<file path="src/rtl/message_pack.sv">
// Packs a stream of 32-bit message words into 512-bit blocks (16 words) and reports the message length in bits.
// Latency: a block shows on data_out one cycle after the edge that accepts its 16th word or its last word.
// Backpressure: input stalls while a block waits for data_out_ready or a length report waits for cfg_ready.
//
// Ports:
//   clk, rst                          clock; asynchronous active-high reset
//   data_in/_valid/_ready/_last/_bytes message word stream (first byte in [31:24]); _bytes = valid bytes of last word, 0 means 4
//   data_out/_valid/_ready/_last      packed block, word k in data_out[511-32k -: 32]; _last marks the block closing a message
//   cfg_size/_scheme/_last/_valid/_ready message length in bits, fixed scheme id, constant last flag, handshake
//
// Optional build macro MESSAGE_PACK_LITTLE_ENDIAN_EN: byte-swap each word on entry so data_in[7:0] is the first byte.
module message_pack #(
  parameter logic [1:0] CFG_SCHEME = 2'd0
) (
  input  logic         clk,
  input  logic         rst,
  input  logic [31:0]  data_in,
  input  logic         data_in_valid,
  output logic         data_in_ready,
  input  logic         data_in_last,
  input  logic [1:0]   data_in_bytes,
  output logic [511:0] data_out,
  output logic         data_out_valid,
  input  logic         data_out_ready,
  output logic         data_out_last,
  output logic [63:0]  cfg_size,
  output logic [1:0]   cfg_scheme,
  output logic         cfg_last,
  output logic         cfg_valid,
  input  logic         cfg_ready
);

  typedef enum logic {
    FILL = 1'b0,
    EMIT = 1'b1
  } state_t;

  state_t      r_state;
  state_t      w_state_nxt;
  logic [3:0]  r_idx;
  logic [31:0] r_words [16];
  logic        r_last;
  logic [63:0] r_cnt;
  logic [63:0] r_cfg_size;
  logic        r_cfg_vld;

  logic        w_in_rdy;
  logic        w_out_vld;
  logic        w_acc;
  logic        w_close;
  logic        w_out_hs;
  logic        w_cfg_hs;
  logic [31:0] w_word_ord;
  logic [31:0] w_word;
  logic [63:0] w_cnt_add;
  logic [63:0] w_cnt_sum;

`ifdef MESSAGE_PACK_LITTLE_ENDIAN_EN
  assign w_word_ord = {data_in[7:0], data_in[15:8], data_in[23:16], data_in[31:24]};
`else
  assign w_word_ord = data_in;
`endif

  // Zero the unused tail bytes of a last word and size its contribution to the bit count.
  always_comb begin
    w_word    = w_word_ord;
    w_cnt_add = 64'd32;
    if (data_in_last) begin
      case (data_in_bytes)
        2'd1: begin
          w_word    = {w_word_ord[31:24], 24'd0};
          w_cnt_add = 64'd8;
        end
        2'd2: begin
          w_word    = {w_word_ord[31:16], 16'd0};
          w_cnt_add = 64'd16;
        end
        2'd3: begin
          w_word    = {w_word_ord[31:8], 8'd0};
          w_cnt_add = 64'd24;
        end
        default: begin
          w_word    = w_word_ord;
          w_cnt_add = 64'd32;
        end
      endcase
    end
  end

  assign w_cnt_sum = r_cnt + w_cnt_add;

  // Next state and handshake outputs. Input readiness depends only on registers.
  always_comb begin
    w_state_nxt = r_state;
    w_in_rdy    = 1'b0;
    w_out_vld   = 1'b0;
    case (r_state)
      FILL: begin
        w_in_rdy = !r_cfg_vld;
        if (data_in_valid && !r_cfg_vld && ((r_idx == 4'd15) || data_in_last)) begin
          w_state_nxt = EMIT;
        end
      end
      EMIT: begin
        w_out_vld = 1'b1;
        if (data_out_ready) begin
          w_state_nxt = FILL;
        end
      end
      default: w_state_nxt = FILL;
    endcase
  end

  assign w_acc    = data_in_valid && w_in_rdy;
  assign w_close  = w_acc && ((r_idx == 4'd15) || data_in_last);
  assign w_out_hs = w_out_vld && data_out_ready;
  assign w_cfg_hs = r_cfg_vld && cfg_ready;

  always_ff @(posedge clk or posedge rst) begin
    if (rst) begin
      r_state <= FILL;
    end else begin
      r_state <= w_state_nxt;
    end
  end

  // Acceptance only happens in FILL and block release only in EMIT, so the two
  // branches below never touch the buffer in the same cycle. A new last word
  // cannot arrive while a length report is pending, so cfg set/clear never collide.
  always_ff @(posedge clk or posedge rst) begin
    if (rst) begin
      r_idx      <= 4'd0;
      r_last     <= 1'b0;
      r_cnt      <= 64'd0;
      r_cfg_size <= 64'd0;
      r_cfg_vld  <= 1'b0;
      for (int k = 0; k < 16; k++) begin
        r_words[k] <= 32'd0;
      end
    end else begin
      if (w_acc) begin
        r_words[r_idx] <= w_word;
        r_idx          <= r_idx + 4'd1;
        if (data_in_last) begin
          r_cnt      <= 64'd0;
          r_cfg_size <= w_cnt_sum;
          r_cfg_vld  <= 1'b1;
        end else begin
          r_cnt <= w_cnt_sum;
        end
        if (w_close) begin
          r_last <= data_in_last;
        end
      end
      if (w_out_hs) begin
        r_idx  <= 4'd0;
        r_last <= 1'b0;
        for (int k = 0; k < 16; k++) begin
          r_words[k] <= 32'd0;
        end
      end
      if (w_cfg_hs) begin
        r_cfg_vld <= 1'b0;
      end
    end
  end

  always_comb begin
    data_out = '0;
    for (int k = 0; k < 16; k++) begin
      data_out[511-32*k -: 32] = r_words[k];
    end
  end

  assign data_in_ready  = w_in_rdy;
  assign data_out_valid = w_out_vld;
  assign data_out_last  = r_last;
  assign cfg_size       = r_cfg_size;
  assign cfg_scheme     = CFG_SCHEME;
  assign cfg_last       = 1'b1;
  assign cfg_valid      = r_cfg_vld;

endmodule

</file>
<file path="config.mk">
export PLATFORM = sky130hd
export DESIGN_NAME = message_pack
export DESIGN_NICKNAME = d
export VERILOG_FILES = /design/src/rtl/message_pack.sv
export SDC_FILE = /design/constraint.sdc
export NUM_CORES = 1
export LEC_CHECK = 0
export ABC_CLOCK_PERIOD_IN_PS = 34100
export BUFFER_PORTS_ARGS = -buffer_cell sky130_fd_sc_hd__buf_2
export CAP_MARGIN = 20
export CORE_AREA = 2 2 243 245
export CTS_CLUSTER_DIAMETER = 150
export DETAILED_ROUTE_END_ITERATION = 8
export DIE_AREA = 0 0 245 247
export PLACE_DENSITY = 0.69
export REMOVE_ABC_BUFFERS = 1
export SYNTH_ARGS = -nofsm -noshare
export SYNTH_HDL_FRONTEND = slang
export SYNTH_SLANG_ARGS = --single-unit
</file>
<file path="constraint.sdc">
create_clock -name clk -period 34.1 [get_ports clk]
set_input_delay 6.82 -clock clk [delete_from_list [all_inputs] [get_ports clk]]
set_output_delay 6.82 -clock clk [all_outputs]
set_load 0.01 [all_outputs]
</file>
======== After elaboration in Yosys (flattened, before gate mapping) ========
Index checks and enable logic that the tools add are counted.
cells by class
  add/sub/neg operators ................... 2
  magnitude comparators ................... 2
  equal/unequal tests ..................... 4
  multiplexer cells ....................... 23
  bitwise operators ....................... 2
  reduce and logical (&&, ||, !) cells .... 16
operators with widths
  cell                                                                   count
  512-bit 2-to-1 mux                                                     2
  512-bit bitwise mux                                                    1
  32-bit demux with 4-bit select                                         1
  24-bit one-hot mux with 3 select lines                                 1
  64-bit adder                                                           1
  64-bit 2-to-1 mux                                                      1
  32-bit 2-to-1 mux                                                      1
  24-bit 2-to-1 mux                                                      1
  6-bit one-hot mux with 3 select lines                                  1
  1-bit 2-to-1 mux                                                       10
  4-bit 2-to-1 mux                                                       2
  2-bit nonzero test                                                     4
  1-bit logical AND                                                      7
  6-bit 2-to-1 mux                                                       1
  2-bit AND reduction                                                    3
  5-bit greater-or-equal comparator (second input constant)              1
  5-bit by 1-bit < comparator with 1-bit output (second input constant)  1
  4-bit inverter with 5-bit output                                       1
  4-bit by 1-bit adder with 4-bit output (second input constant)         1
  2-bit == test (second input constant)                                  2
  4-bit == test (second input constant)                                  1
  2-bit by 1-bit == test with 1-bit output (second input constant)       1
  1-bit one-hot mux with 2 select lines                                  1
  1-bit logical NOT                                                      1
  other kinds (2)                                                        2
storage, ports and cells
  bits in registers ....................... 647
  input port bits ......................... 40
  output and inout bits ................... 583
  word-level logic and storage cells ...... 71

======== Longest topological paths before layout ========
Gate-level depths: netlist of the first run.
  depth after elaboration ................. 8
  depth in mapped cells ................... 13

======== Worst setup path before layout of the first run ========
Ideal clock, no wire load.
  path kind ............................... input port to flip-flop
  start point ............................. input port data_in_last
  end point ............................... register r_cnt[63]
  library setup time ...................... 131 ps
  data arrival time ....................... 9,561 ps
  required time ........................... 33,969 ps
  path slack .............................. 24,409 ps
  stages on the path ...................... 11
  cells stage by stage .................... clkbuf_1 -> clkbuf_1 -> clkbuf_1 -> nand2_1 -> fa_1 -> nand2b_1 -> a21oi_1 -> nand2_2 -> or4_1 -> mux2i_1 -> o21ai_1
between the ends
  longest elaborated chain between the ends .. 3
RTL lines
  element                 line  RTL
  start: declaration      20    input logic data_in_last,
  6-bit 2-to-1 mux        68    if (data_in_last) begin
  64-bit adder            90    assign w_cnt_sum = r_cnt + w_cnt_add;
  64-bit 2-to-1 mux *     144   if (data_in_last) begin
  end signal: assignment  149   r_cnt <= w_cnt_sum;
  end: declaration        43    logic [63:0] r_cnt;
Mark *: on every way between the ends. The rest lies on a longest branch, timed or not.
A chain may end at the register's enable or synchronous reset.

======== Worst setup path in the final report of the first run ========
  start point ............................. input port data_in_last
  end point ............................... register r_cfg_size[63], in the netlist cfg_size[63]
between the ends
  longest elaborated chain between the ends .. 2
  elaborated cells on any way between the ends .. 3
  classes of those cells .................. add/sub: 1; mux: 1; reduce/logical: 1
RTL lines
  element                 line  RTL
  6-bit 2-to-1 mux        68
  64-bit adder            90
  end signal: assignment  146   r_cfg_size <= w_cnt_sum;
  end: declaration        44    logic [63:0] r_cfg_size;
Several ways; a longest one is shown, not always the timed one.

==> key figures, run 1 <==
Synthesis
  • Synth Flop Type: dfrtp_1
  • Synthesis-stage register bit count: 641
  • Synth Area in Adders: 0.004081
  • XOR/XNOR Fraction of Synth Area: 0.02060
  • Commonest cells in the netlist: 641 x dfrtp_1, 430 x nand2_1, 396 x o21ai_0
  • Mapped Area: 26370 µm²
  • Synth area leaders: dfrtp_1 61%, o21ai_0 7.5%, nand3_1 7.3%
  • Gate count of the mapped netlist: between 2000 and 3000
  • Top-count cell post-synth: dfrtp_1
  • Largest family of logic cells by synthesized area: simple AND/OR/NAND/NOR gates
  • Mux contribution to synthesized area: 0.01599
  • Ys async rst share: 1.000
  • Mean Syn Cell Area: ~9.6 µm²
  • Ys Warns: 0
  • Part of the Yosys area used for sequential elements: 0.6084
  • Synth Area in Compound Gates: 0.1226
  • EDFF count, synth: 0
  • Yosys top cell area share: 0.6084
  • Leading area contributor after synthesis: dfrtp_1
  • Unique masters post-synth: 45
  • Synthesized-area fraction occupied by and/or/nand/nor cells: 0.1886

Hold path
  • Min-delay src: cfg_size[12]
  • Tightest Hold Check Type: reg -> reg
  • Worst Hold Endpoint: cfg_size[12]
  • Hold depth: 2

Clock tree
  • Cts repair resizes: 0
  • CTS clock-pin slew for the worst setup and hold paths: 60 ps
  • Num CTS Buffers: 69
  • Hold Buf Count CTS: 0
  • CTS root buffer: clkbuf_16
  • Clk Latency, worst-skew pair: 610 ps
  • H-tree depth: 3
  • CTS tree: done
  • CTS Buffer Depth: 3
  • Clk sinks: 641
  • Post-CTS Setup Bufs: 0

Floorplanning
  • Initial core utilization: 0.4527
  • Core area: 58240 µm²
  • FP Rows: 89
  • Die area: slightly above 60000 µm²
  • Die Wd: 245 µm
  • Die Ht: roughly 250 µm
  • IO Pins: 623

Timing
  • Final setup fails: 0
  • Relative slew slack: 0.2688
  • Final Hold Fails: 0
  • Fin crit period: 9329 ps
  • FMAX: 107.2 MHz
  • RSZ-0062 raised after global routing: no
  • Max Slew Vio Count: 0
  • Worst-margin pin slew: about 1100 ps
  • Final worst slack: between 20000 and 25000 ps
  • Post-Route Setup TNS: 0 ps
  • Worst clock skew: 15.67 ps
  • Final period util: 0.2736
  • Worst Hold Slack: 471.3 ps

Worst setup path
  • Critical Path RT: 34540 ps
  • WP data arrival: slightly below 10000 ps
  • Flop-to-flop setup slack: 30740 ps
  • Crit path kind: in -> reg
  • Reg2Reg Depth: 6
  • Slowest stage delay, CP: 640 ps
  • Crit path cell chain: buf_2, and2_1, ha_1, inv_1, fa_1, nand2b_1, a21oi_1, nand2_2, or4_1, xor2_1, o21ai_1
  • Worst setup SP type: primary input
  • RR Startpoint: r_state
  • Crit end category: register
  • CP max-delay cell: or4_1
  • RR Endpoint: data_out[301]
  • CP Max Fanout: 16

Detailed routing
  • Routed vias/inst: 5.523
  • Routed Wire Length: 89.18 mm
  • Via count: 22381
  • Drt drc: 0
  • Average wire per standard cell: ~22 µm
  • Number of DRC markers in iteration 0: 1688
  • Drt first pass iters: 5
  • Post-DRT Antenna Nets: 0

Placement
  • Worst slack, placed: 23450 ps
  • Port-buffer cells: 616
  • DPL Wire Length: 58.27 mm
  • GP Congestion: 0.8368

Layout
  • Area delta synth->final: 21.74%
  • Filler cells: 5251
  • Layout Nets: 3272
  • Utilization after layout: 0.5511
  • Layout cells sized above 1: 0.2419

Pwr
  • Total power: around 0.0021 W
  • Pwr Density: roughly 65 nW/µm²
  • P_leak: 16.23 nW
  • Maximum vdd drop: 0.04191 mV

GRT
  • Initial antenna violation count: 2
  • Pin count of the biggest net entering global routing: 220
  • Vias in the first global route: 20871
  • First-pass GRT wire length: 132.5 mm
  • Global-route congestion overflow total: 0
  • Gr usage total: 0.2882

Outcome
  • Status: finished, final reports clean

Flow run
  • Max cap viols: 0
-- routing by layer --
layer	GRT usage	up-vias	wire length, µm
met4	0.1115	2	3137
li1	-	10314	-
met1	0.3753	10989	35790
met3	0.06349	171	7089
met5	0	-	13
met2	0.4718	905	43150
-- final cells by class --
cell class	instances	area [µm²]	share of cell area
flip-flops and latches	641	16040	0.4997
multi-input cells	1852	9404	0.2930
repair buffers	646	3373	0.1051
clock buffers	107	2081	0.06482
well taps	773	967.2	0.03013
clock inverters	18	170.2	0.005301
inverters	14	60.06	0.001871
diodes	1	2.502	0.00007796
-- critical path, delay by kind of cell --
kind | cells | cell delay (ps)
AOI/OAI and AO/OA | 2 | 540
xor gates and xnor gates | 1 | 160
adders and majority gates | 2 | 550
and+or+nand+nor | 4 | 1400
buffers and inverters | 2 | 280
-- through the flow --
step | area (µm²) | std cells
floorplan | 25390 | 2507
global placement | 29780 | 3923
detailed placement | 29780 | 3923
CTS | 32030 | 4048
global route | 32100 | 4051
finish | 32100 | 4052
-- where the power goes --
part | internal, W | total [W] | switching, W
logic | 0.000137 | 0.000421 | 0.000284
clock network | 0.000424 | 0.000736 | 0.000312
registers | 0.000869 | 0.000940 | 0.0000705
total | 0.00143 | 0.00210 | 0.000666
-- placed cells by master, fill, tap and decap left out, types with 6 or more instances in the layout --
cell type	Yosys	layout
inv_1	14	13
dfrtp_1	641	641
nand2_1	430	427
nor2_1	171	171
buf_4	6	25
nor3_1	22	22
mux2i_1	41	41
nand3_1	382	370
clkbuf_1	194	18
or3_1	7	7
nor4_1	7	7
nand4_1	23	23
xor2_1	32	32
xnor2_1	30	30
ha_1	7	7
conb_1	2	6
buf_2	5	616
nand3_2	2	12
and3_1	12	12
o21ai_0	396	396
clkbuf_8	0	19
nor4_2	7	7
clkbuf_16	0	70
a21oi_1	176	176
o21ai_1	48	47
clkinv_2	0	10
-- flip-flops by register name (all words and copies together) (netlist names) --
signal and flops:
r_state 1, data_out 512, data_out_last 1, cfg_valid 1, r_idx 4, cfg_size 61
r_cnt 61
-- how the worst max path moves through the flow --
stage / from / endpoint / slack (ps)
global route: rst / data_out[207] / 24330
CTS: rst / data_out[396] / 24130
global placement: rst / data_out[201] / 23440
floorplan: rst / cfg_size[10] / 9320
detailed placement: rst / data_out[200] / 23450
finish: data_in_last / cfg_size[63] / 24770
-- kinds of logic after synthesis --
family,after synthesis
multiplexers,42
AND/OR/NAND/NOR,1098
flip-flops,641
AO/OA/AOI/OAI,636
other,2
buffers and inverters,270
adder cells (fa/ha/maj),8
XOR/XNOR,62
Power figures use the tool's default switching activity.
==> run 2: changes to the inputs <==
==> config.mk (replaced) <==
export PLATFORM = sky130hd
export DESIGN_NAME = message_pack
export DESIGN_NICKNAME = d
export VERILOG_FILES = /design/src/rtl/message_pack.sv
export SDC_FILE = /design/constraint.sdc
export NUM_CORES = 1
export LEC_CHECK = 0
export ABC_AREA = 1
export ABC_CLOCK_PERIOD_IN_PS = 7900
export BUFFER_PORTS_ARGS = -buffer_cell sky130_fd_sc_hd__buf_2
export CAP_MARGIN = 20
export CORE_AREA = 2 2 242 244
export CTS_CLUSTER_DIAMETER = 150
export DETAILED_ROUTE_END_ITERATION = 8
export DIE_AREA = 0 0 244 246
export PLACE_DENSITY = 0.72
export REMOVE_ABC_BUFFERS = 1
export SYNTH_ARGS = -nofsm -noshare
export SYNTH_HDL_FRONTEND = slang
export SYNTH_SLANG_ARGS = --single-unit
==> constraint.sdc (replaced) <==
create_clock -name clk -period 7.9 [get_ports clk]
set_input_delay 1.58 -clock clk [delete_from_list [all_inputs] [get_ports clk]]
set_output_delay 1.58 -clock clk [all_outputs]
set_load 0.01 [all_outputs]
==> run 2 against run 1 <==
Effect of this change:
- register-to-register slack got worse by 26000 ps
- utilization increased by 0.49 points
- power increased to 4.7 times the previous value
- sequential cell count unchanged
- design area decreased by 0.63%
- cell count increased by 1.9%
==> key figures, run 2 <==
Outcome
  • Status: finished, final reports clean

Worst setup path
  • WP data arrival: 4530 ps
  • Critical Path RT: about 8400 ps
  • RR Startpoint: r_state
  • Crit path kind: in -> reg
  • Flop-to-flop setup slack: 4750 ps
  • CP max-delay cell: nor2_2
  • Worst setup SP type: primary input
  • CP Max Fanout: 9
  • Crit path cell chain: buf_2, nand2_1, inv_1, nor2_2, ha_1, nand2_1, nand2_1, nor2_1, nor2_1, nand2_1, xor2_1, nand2_1, o21ai_0
  • RR Endpoint: data_out[121]
  • Crit end category: register
  • Slowest stage delay, CP: 780 ps
  • Reg2Reg Depth: 6
  • Crit-path most repeated cell: nand2_1

Timing
  • FMAX: approximately 250 MHz
  • Worst-margin pin slew: 1099 ps
  • Final worst slack: 3887 ps
  • Worst clock skew: around 15 ps
  • Final period util: 0.5080
  • Fin crit period: 4013 ps
  • RSZ-0062 raised after global routing: no
  • Final Hold Fails: 0
  • Relative slew slack: 0.2671
  • Max Slew Vio Count: 0
  • Final setup fails: 0

Placement
  • DPL Wire Length: 61.46 mm
  • Worst slack, placed: around 3300 ps
  • GP Congestion: 0.9569
  • Port-buffer cells: around 620

Floorplanning
  • Core area: 57370 µm²
  • Initial core utilization: 0.4576
  • FP Rows: 88
  • Die Wd: 244 µm
  • Die Ht: 246 µm
  • IO Pins: 623
  • Die area: roughly 60000 µm²

Detailed routing
  • Average wire per standard cell: ~23 µm
  • Routed vias/inst: 5.682
  • Routed Wire Length: 94.49 mm
  • Drt drc: 0
  • Via count: 23465
  • Number of DRC markers in iteration 0: 2229
  • Post-DRT Antenna Nets: 0
  • Drt first pass iters: 5

GRT
  • First-pass GRT wire length: 140.3 mm
  • Gr usage total: 0.3079
  • Pin count of the biggest net entering global routing: 212
  • Initial antenna violation count: 1
  • Vias in the first global route: 22075
  • Global-route congestion overflow total: 0

Layout
  • Layout cells sized above 1: 0.2274
  • Layout Nets: 3359
  • Most common cell after layout, fill and taps aside: dfrtp_1
  • Most frequent cells in the layout: 641 x dfrtp_1, 616 x buf_2, 551 x nand3_1, 521 x nand2_1, 460 x o21ai_0
  • Filler cells: 5108
  • Register area: around 16000 µm²
  • Area of the multi-input gates: 8981 µm²
  • Area delta synth->final: 21.51%
  • Flip-flop count of the largest register after layout: 512

Synthesis
  • Commonest cells in the netlist: 641 x dfrtp_1, 551 x nand3_1, 523 x nand2_1
  • Mapped Area: 26250 µm²
  • Leading area contributor after synthesis: dfrtp_1
  • Ys async rst share: 1.000
  • Synth Flop Type: dfrtp_1
  • EDFF count, synth: 0
  • Gate count of the mapped netlist: 2822
  • Synthesis-stage register bit count: about 640
  • Top-count cell post-synth: dfrtp_1
  • Part of the Yosys area used for sequential elements: 0.6111
  • Synth area leaders: dfrtp_1 61%, nand3_1 11%, o21ai_0 8.8%
  • Ys Warns: 0
  • Yosys top cell area share: 0.6111
  • Unique masters post-synth: 37
  • Mean Syn Cell Area: 9.302 µm²

Clock tree
  • Hold Buf Count CTS: 0
  • Clk Latency, worst-skew pair: 610 ps
  • CTS Buffer Depth: 3
  • Cts repair resizes: 0
  • CTS root buffer: clkbuf_16
  • Post-CTS Setup Bufs: 0
  • CTS clock-pin slew for the worst setup and hold paths: roughly 60 ps
  • Num CTS Buffers: 68
  • Clk sinks: 641
  • H-tree depth: 3
  • CTS tree: done

Hold path
  • Worst Hold Endpoint: cfg_size[36]
  • Hold depth: 2
  • Tightest Hold Check Type: reg -> reg
  • Min-delay src: cfg_size[36]

Flow run
  • Max cap viols: 0

Pwr
  • P_leak: between 15 and 20 nW
  • Total power: 0.009774 W
  • Pwr Density: approximately 310 nW/µm²
  • Maximum vdd drop: 0.2044 mV
## run 2: cell count changes after synthesis, moves of 45 or more
cell,change
buf_1,-45
buf_2,+56
a21oi_1,-172
nand3_1,+169
o21ai_1,+54
nand2_1,+93
clkbuf_1,-56
o21ai_0,+64
inv_1,+85
## run 2: report_power, final
group          internal (W)  total (W)  switching, W  leakage [nW]
Sequential          0.00390    0.00428      0.000373          8.85
Clock               0.00182    0.00319       0.00137          1.06
Combinational      0.000753    0.00230       0.00155          6.55
Total               0.00648    0.00977       0.00329          16.5
## run 2: worst max path at each step
| stage | start | to | slack (ps) | depth (start not counted) |
|---|---|---|---|---|
| 2_1_floorplan | rst | cfg_size[10] | -11640 | 1 |
| 6_report | data_in_last | r_cnt[30] | 3890 | 13 |
| 5_1_grt | data_in_last | r_cnt[30] | 3760 | 13 |
| 3_5_place_dp | data_in_last | r_cnt[30] | 3340 | 13 |
| 4_1_cts | data_in_last | r_cnt[30] | 3960 | 13 |
| 3_3_place_gp | data_in_last | r_cnt[30] | 3370 | 13 |
## run 2: metrics by stage
| step | TNS, ps | cells | utilization | instance area (µm²) | hold WS [ps] |
|---|---|---|---|---|---|
| 2_1_floorplan | -8834020 | 2605 | - | 25310 | 459.4 |
| 3_3_place_gp | 0 | 4005 | 0.5171 | 29660 | 459.3 |
| 3_5_place_dp | 0 | 4005 | 0.5171 | 29660 | 460.3 |
| 4_1_cts | 0 | 4128 | 0.5555 | 31870 | 476.3 |
| 5_1_grt | 0 | 4130 | 0.5560 | 31900 | 494.1 |
| 6_report | 0 | 4130 | 0.5560 | 31900 | 474.9 |
## run 2: kinds of logic after synthesis
logic type | Yosys count | share of synthesized area
AOI/OAI and AO/OA | 576 | 0.1106
adders and majority gates | 8 | 0.004099
and+or+nand+nor | 1247 | 0.2146
buffers and inverters | 323 | 0.05096
other | 2 | 0.0002861
DFF | 641 | 0.6111
xor gates and xnor gates | 25 | 0.008342
## run 2: cell type report
class                   count  share of cell area
clock inverters            26             0.01106
repair buffers            636              0.1040
diodes                      1          0.00007846
well taps                 765             0.03001
inverters                 102             0.01240
flip-flops and latches    641              0.5029
clock buffers              97             0.05802
multi-input cells        1862              0.2816
## run 2: metal layers
layer | routed length, µm | global-route usage | up-vias
met5 | 0 | 0 | -
met4 | 5307 | 0.1679 | 0
met3 | 9272 | 0.08246 | 233
met2 | 42360 | 0.4637 | 1206
met1 | 37550 | 0.4068 | 11520
li1 | - | - | 10506
## run 2: worst max-delay path, delay by kind of cell
family                     cells  cell delay (ps)
AOI/OAI and AO/OA              1               90
adders and majority gates      1              460
and+or+nand+nor                8             1910
buffers and inverters          2              230
xor gates and xnor gates       1              240
